$ cat config.mk
export PLATFORM = sky130hd
export DESIGN_NAME = bcd_serial_addsub
export DESIGN_NICKNAME = d
export VERILOG_FILES = /design/src/rtl/bcd_serial_addsub.sv
export SDC_FILE = /design/constraint.sdc
export NUM_CORES = 1
export LEC_CHECK = 0
export ABC_CLOCK_PERIOD_IN_PS = 4100
export BUFFER_PORTS_ARGS = -buffer_cell sky130_fd_sc_hd__buf_2
export CAP_MARGIN = 10
export CORE_MARGIN = 10
export CORE_UTILIZATION = 52
export CTS_BUF_LIST = sky130_fd_sc_hd__clkbuf_2
export DETAILED_ROUTE_END_ITERATION = 12
export PLACE_DENSITY = 0.79
export SYNTH_ARGS = -nofsm -noshare
export SYNTH_HDL_FRONTEND = slang
export SYNTH_SLANG_ARGS = --single-unit
$ cat constraint.sdc
create_clock -name clk -period 4.1 [get_ports clk]
set_input_delay 0.205 -clock clk [delete_from_list [all_inputs] [get_ports clk]]
set_output_delay 0.205 -clock clk [all_outputs]
set_load 0.01 [all_outputs]
$ cat src/rtl/bcd_serial_addsub.sv
// Digit-serial packed-BCD adder/subtractor: one decimal digit per clock, LSD first,
// with a start/done handshake and an overflow/borrow flag.
module bcd_serial_addsub #(
    parameter int unsigned DIGITS = 4
) (
    input  logic                  clk,
    input  logic                  rst,
    input  logic                  start,
    input  logic                  sub,
    input  logic [4*DIGITS-1:0]   a,
    input  logic [4*DIGITS-1:0]   b,
    output logic                  busy,
    output logic                  done,
    output logic [4*DIGITS-1:0]   result,
    output logic                  ov_bw,
    output logic                  invalid
);

    localparam int unsigned W     = 4 * DIGITS;
    localparam int unsigned IDX_W = (DIGITS > 1) ? $clog2(DIGITS) : 1;

    typedef enum logic [1:0] {
        IDLE   = 2'd0,
        RUN    = 2'd1,
        DONE_S = 2'd2
    } state_t;

    state_t             state, state_d;
    logic [W-1:0]       a_q, a_d;
    logic [W-1:0]       b_q, b_d;
    logic               sub_q, sub_d;
    logic               carry, carry_d;
    logic [IDX_W-1:0]   idx, idx_d;
    logic               busy_d, done_d, ov_bw_d, invalid_d;
    logic [W-1:0]       result_d;

    logic [3:0]         a_dig, b_dig, b_adj, dig_sum;
    logic [4:0]         t;
    logic               carry_nx;
    logic               in_invalid;
    logic               last_digit;

    // Current-digit arithmetic; subtraction adds the nine's complement of b.
    always_comb begin
        a_dig = '0;
        b_dig = '0;
        for (int i = 0; i < DIGITS; i++) begin
            if (idx == IDX_W'(i)) begin
                a_dig = a_q[4*i +: 4];
                b_dig = b_q[4*i +: 4];
            end
        end
        b_adj = sub_q ? 4'(4'd9 - b_dig) : b_dig;
        t     = 5'(a_dig) + 5'(b_adj) + 5'(carry);
        // Decimal carry is decided by t > 9, so invalid digits still behave deterministically.
        if (t > 5'd9) begin
            dig_sum  = 4'(t + 5'd6);
            carry_nx = 1'b1;
        end else begin
            dig_sum  = t[3:0];
            carry_nx = 1'b0;
        end
        last_digit = (idx == IDX_W'(DIGITS - 1));
    end

    // Non-BCD digit detection on the operands being latched.
    always_comb begin
        in_invalid = 1'b0;
        for (int i = 0; i < DIGITS; i++) begin
            if ((a[4*i +: 4] > 4'd9) || (b[4*i +: 4] > 4'd9)) begin
                in_invalid = 1'b1;
            end
        end
    end

    // Next-state and registered-output logic.
    always_comb begin
        state_d   = state;
        a_d       = a_q;
        b_d       = b_q;
        sub_d     = sub_q;
        carry_d   = carry;
        idx_d     = idx;
        busy_d    = busy;
        done_d    = 1'b0;
        result_d  = result;
        ov_bw_d   = ov_bw;
        invalid_d = invalid;

        case (state)
            IDLE: begin
                if (start) begin
                    state_d   = RUN;
                    a_d       = a;
                    b_d       = b;
                    sub_d     = sub;
                    carry_d   = sub;
                    idx_d     = '0;
                    busy_d    = 1'b1;
                    result_d  = '0;
                    ov_bw_d   = 1'b0;
                    invalid_d = in_invalid;
                end
            end
            RUN: begin
                for (int i = 0; i < DIGITS; i++) begin
                    if (idx == IDX_W'(i)) begin
                        result_d[4*i +: 4] = dig_sum;
                    end
                end
                carry_d = carry_nx;
                idx_d   = idx + IDX_W'(1);
                if (last_digit) begin
                    state_d = DONE_S;
                    idx_d   = '0;
                    done_d  = 1'b1;
                    ov_bw_d = sub_q ? ~carry_nx : carry_nx;
                end
            end
            DONE_S: begin
                state_d = IDLE;
                busy_d  = 1'b0;
            end
            default: begin
                state_d = IDLE;
                busy_d  = 1'b0;
            end
        endcase
    end

    always_ff @(posedge clk or posedge rst) begin
        if (rst) begin
            state   <= IDLE;
            a_q     <= '0;
            b_q     <= '0;
            sub_q   <= 1'b0;
            carry   <= 1'b0;
            idx     <= '0;
            busy    <= 1'b0;
            done    <= 1'b0;
            result  <= '0;
            ov_bw   <= 1'b0;
            invalid <= 1'b0;
        end else begin
            state   <= state_d;
            a_q     <= a_d;
            b_q     <= b_d;
            sub_q   <= sub_d;
            carry   <= carry_d;
            idx     <= idx_d;
            busy    <= busy_d;
            done    <= done_d;
            result  <= result_d;
            ov_bw   <= ov_bw_d;
            invalid <= invalid_d;
        end
    end

endmodule
======== Word-level counts from Yosys, hierarchy flattened ========
Cells that the tools add are included.
cells by class
  equal/unequal tests ..................... 9
  $lt $le $gt $ge ......................... 9
  reductions and logical operators ........ 15
  add/subtract/negate cells ............... 5
  multiplexer cells ....................... 37
  bitwise gates (word level) .............. 2
operator list
  kind                                                                  number
  4-bit 2-to-1 mux                                                      14
  4-bit > comparator, second input constant                             8
  16-bit case mux with 2 select lines                                   1
  16-bit 2-to-1 mux                                                     1
  1-bit 2-to-1 mux                                                      12
  3-bit AND reduction                                                   4
  2-bit != test, second input constant                                  5
  2-bit 2-to-1 mux                                                      4
  2-bit case mux with 2 select lines                                    2
  2-bit AND reduction                                                   4
  1-bit case mux with 2 select lines                                    3
  4-bit by 4-bit adder with 5-bit output                                1
  5-bit by 1-bit adder with 5-bit output                                1
  5-bit by 4-bit > comparator with 1-bit output, second input constant  1
  4-bit by 3-bit adder with 4-bit output, second input constant         1
  2-bit by 1-bit == test with 1-bit output, second input constant       2
  2-bit == test, second input constant                                  2
  2-bit logical NOT                                                     2
  1-bit logical OR                                                      4
  4-bit subtractor, first input constant                                1
  2-bit by 1-bit adder with 2-bit output, second input constant         1
  1-bit inverter                                                        2
  2-bit nonzero test                                                    1
storage, ports and cells
  bits of input ports ..................... 36
  bits in registers ....................... 58
  word-level logic and storage cells ...... 91

======== Depth between registers and ports, before layout ========
  word-level depth ........................ 15
  mapped depth ............................ 20

======== Worst setup path after synthesis ========
No wires, ideal clock.
  path type ............................... register -> register
  from .................................... reg idx[0]
  to ...................................... reg result[10]
  data required time ...................... 3.968 ns
  arrival ................................. 3.657 ns
  setup slack ............................. 0.311 ns
  period minus slack after synthesis ...... 3.789 ns
  cell stages (with the launch flop) ...... 19
  setup time .............................. 0.132 ns
  cells stage by stage .................... dfrtp_1 inv_1 ha_1 clkbuf_1 nand3b_1 a21oi_1 a21oi_1 o21ai_0 xnor2_1 fa_1 fa_1 xnor2_2 inv_1 ha_1 nand2_1 o21ai_1 or3_1 a311oi_2 o21ai_1
between the ends
  longest elaborated chain between the ends .. 13
RTL lines
  item                                                                                                            line    text
  start: declaration                                                                                              33      logic [IDX_W-1:0] idx, idx_d;
  start signal: assignment                                                                                        150     idx <= idx_d;
  2-bit logical NOT                                                                                               48      if (idx == IDX_W'(i)) begin
  4-bit 2-to-1 mux (4 in series)                                                                                  48
  4-bit subtractor                                                                                                53      b_adj = sub_q ? 4'(4'd9 - b_dig) : b_dig;
  4-bit 2-to-1 mux                                                                                                53
  4-bit by 4-bit adder with 5-bit output                                                                          54      t = 5'(a_dig) + 5'(b_adj) + 5'(carry);
  5-bit by 1-bit adder with 5-bit output                                                                          54
  4-bit by 3-bit adder with 4-bit output / 5-bit by 4-bit > comparator with 1-bit output (equally long branches)  57, 56
  4-bit 2-to-1 mux                                                                                                56      if (t > 5'd9) begin
  4-bit 2-to-1 mux                                                                                                107     if (idx == IDX_W'(i)) begin
  16-bit case mux with 2 select lines                                                                             90      case (state)
  end signal: assignment                                                                                          153     result <= result_d;
  end: declaration                                                                                                14      output logic [4*DIGITS-1:0] result,
Parallel ways exist; a longest one is shown, timed or not. The select of a mux whose other input is x is not followed.
A chain may end at the register's enable or synchronous reset.

======== Worst setup path in the final report ========
  from .................................... reg idx[1]
  to ...................................... reg result[14]
The elaborated chain is that of the path after synthesis.

==> impl_metrics.json <==
{
  "clk_path_buf_depth": 2,
  "syn_nets": 383,
  "period_needed_ps": 3830,
  "drive_gt1_share_pct": 20.2,
  "cts_buffers": 9,
  "grt_pass1_vias": 2683,
  "overflow": 0,
  "path_clk_slew_ps": 150,
  "placed_cells": 449,
  "wl_per_cell_um": 15.5,
  "final_max_slew_viol_count": 0,
  "port_buffers": 55,
  "critical_path_class": "reg2reg",
  "cp-end-kind": "flip-flop",
  "tightest_slew_ps": 960,
  "ant_nets": 0,
  "fmax_mhz": 261,
  "startpoint_type": "flip-flop",
  "fin_cells": 503,
  "met2_usage_pct": 30.8,
  "netlist_area_mm2": 0.00289,
  "rsz0062_at_grt": "no",
  "crit_fanout": 13,
  "start_util_pct": 53.2,
  "place_ws_ps": -79.0,
  "cts_root_buf": "clkbuf_2",
  "synth-edff-count": 0,
  "clkSinkCount": 58,
  "syn_inst": 336,
  "clock_latency_ps": 500,
  "grt.met1_usage_pct": 19.8,
  "final_cell_mix": "119 x nand2_1, 58 x dfrtp_1, 55 x buf_2",
  "grt_max_degree": 59,
  "outcome": "completed",
  "min_period_over_period_pct": 93.4,
  "ys_async_sr_fraction_pct": 100,
  "crit_required_ps": 4480,
  "cts_tree": "done",
  "seq_area_frac_synth_pct": 50.2,
  "finalHoldViolCount": 0,
  "fp.dieH_um": 94.6,
  "grt-busiest-layer": "met2",
  "worst-endpoint-arrival_ps": 4210,
  "synth_area_per_cell_um2": 8.61,
  "final_nets": 473,
  "num_io_pins": 56,
  "yosys_warnings": 0,
  "drc": 0,
  "htree_levels": 3,
  "use_met3_pct": 5.55,
  "synth_cell_types": 37,
  "grt.total_usage_pct": 18.1,
  "syn_to_final_growth_pct": 29.0,
  "relSlewSlack_pct": 36.0,
  "antenna_found_initial": 1,
  "final_common_cell": "nand2_1",
  "finClkSkew_ps": 23.2,
  "dr.pass1.iters": 4,
  "dpl_cell_area_mm2": 0.00322,
  "die_area_mm2": 0.00895,
  "drt-total-wl_mm": 7.79,
  "min_path_type": "in2reg",
  "finalInstanceArea_mm2": 0.00373,
  "synth_ff_type": "dfrtp_1",
  "gp_routability_congestion": 0.767,
  "viasPerCell": 5.22,
  "r2r_setup_slack_ps": 270,
  "vias": 2626,
  "timing.final.ws_setup_ps": 272,
  "coreArea_mm2": 0.00544,
  "grt_pass1_wl_mm": 12.8,
  "die_w_um": 94.6,
  "drt_iter0_drc": 119,
  "setup_viol": 0,
  "setup_tns_ps": 0,
  "ys_ff_latch": 58,
  "drv_cap": 0,
  "rows": 27,
  "hpwl_mm": 5.01
}
==> kinds of logic after synthesis <==
logic type / Yosys count / share of synthesized area [%]
adder cells (fa/ha/maj): 11 / 5.28
XOR/XNOR: 5 / 1.77
AO/OA/AOI/OAI: 66 / 13.5
flip-flops: 58 / 50.2
multiplexers: 2 / 0.692
AND/OR/NAND/NOR: 166 / 24.9
buffers and inverters: 28 / 3.68
==> layout make-up <==
cell class                      count  area [µm²]
Antenna cell                        1        2.50
Inverter                           10        37.5
Multi-Input combinational cell    250        1380
Tap cell                           72        90.1
Sequential cell                    58        1450
Timing Repair Buffer               97         676
Fill cell                         440        1710
Clock inverter                      6        48.8
Clock buffer                        9        45.0
==> sequential cells by signal, indices dropped and copies added, names as in the netlist, 2 cells and up <==
register / cells
idx: 2
a_q: 16
b_q: 16
state: 2
result: 16
==> timing repair <==
action	in CTS	in global routing
endpoints found under the setup margin	6	9
buffers inserted	0	4
resized for setup	2	6
hold buffers	34	0
endpoints found under the hold margin	91	0
pin swaps	0	2
==> Yosys cell counts, types with 2 or more instances <==
library cell	n	share of area [%]
nand4_1	2	0.43
clkbuf_1	16	2.1
a22o_1	2	0.61
nor2_1	7	0.91
fa_1	2	1.4
inv_1	10	1.3
nand2b_1	2	0.43
dfrtp_1	58	50
xnor2_1	3	0.91
a21oi_1	23	4.0
ha_1	9	3.9
nor2b_1	4	0.86
nand3_1	17	2.9
nand3b_1	8	2.1
mux2i_1	2	0.69
o21ai_1	11	1.9
a21o_1	2	0.52
nand2_1	119	15
o21ai_0	21	3.6
==> final timing paths <==
check	start	to	cells past startpoint
max	idx[1]	result[14]	18
min	start	busy	3
max reg2reg	idx[1]	result[14]	18
min reg2reg	a_q[10]	a_q[10]	2
max in group asynchronous	rst	a_q[10]	4
min in group asynchronous	rst	b_q[3]	4
==> critical path: stages, from the launching register on <==
cell and delay, ps:
dfrtp_1 440, inv_1 150, ha_4 230, nor2b_1 70, a221oi_1 300, nor3_1 80, a21oi_1 190, ha_1 270
inv_1 60, mux2i_1 70, ha_1 350, xnor2_2 220, inv_1 70, ha_1 230, nand2_1 70, o21ai_1 130
or3_1 380, a311oi_4 290, o21ai_1 130
==> routing by layer <==
metal,vias up,wire length (µm)
met3,21,544
met2,81,3950
met5,-,0
li1,1298,-
met4,0,231
met1,1226,3060
==> through the flow <==
step | hold slack (ps) | util, %
3_5_place_dp | 401 | 59.2
2_1_floorplan | 310 | -
4_1_cts | 64.3 | 67.3
3_3_place_gp | 394 | 59.2
6_report | 58.1 | 68.6
5_1_grt | 78.1 | 68.6
Power is left out: the tool's default activity adds up to more than one toggle a clock period on the data nets, which glitch-free logic cannot reach.
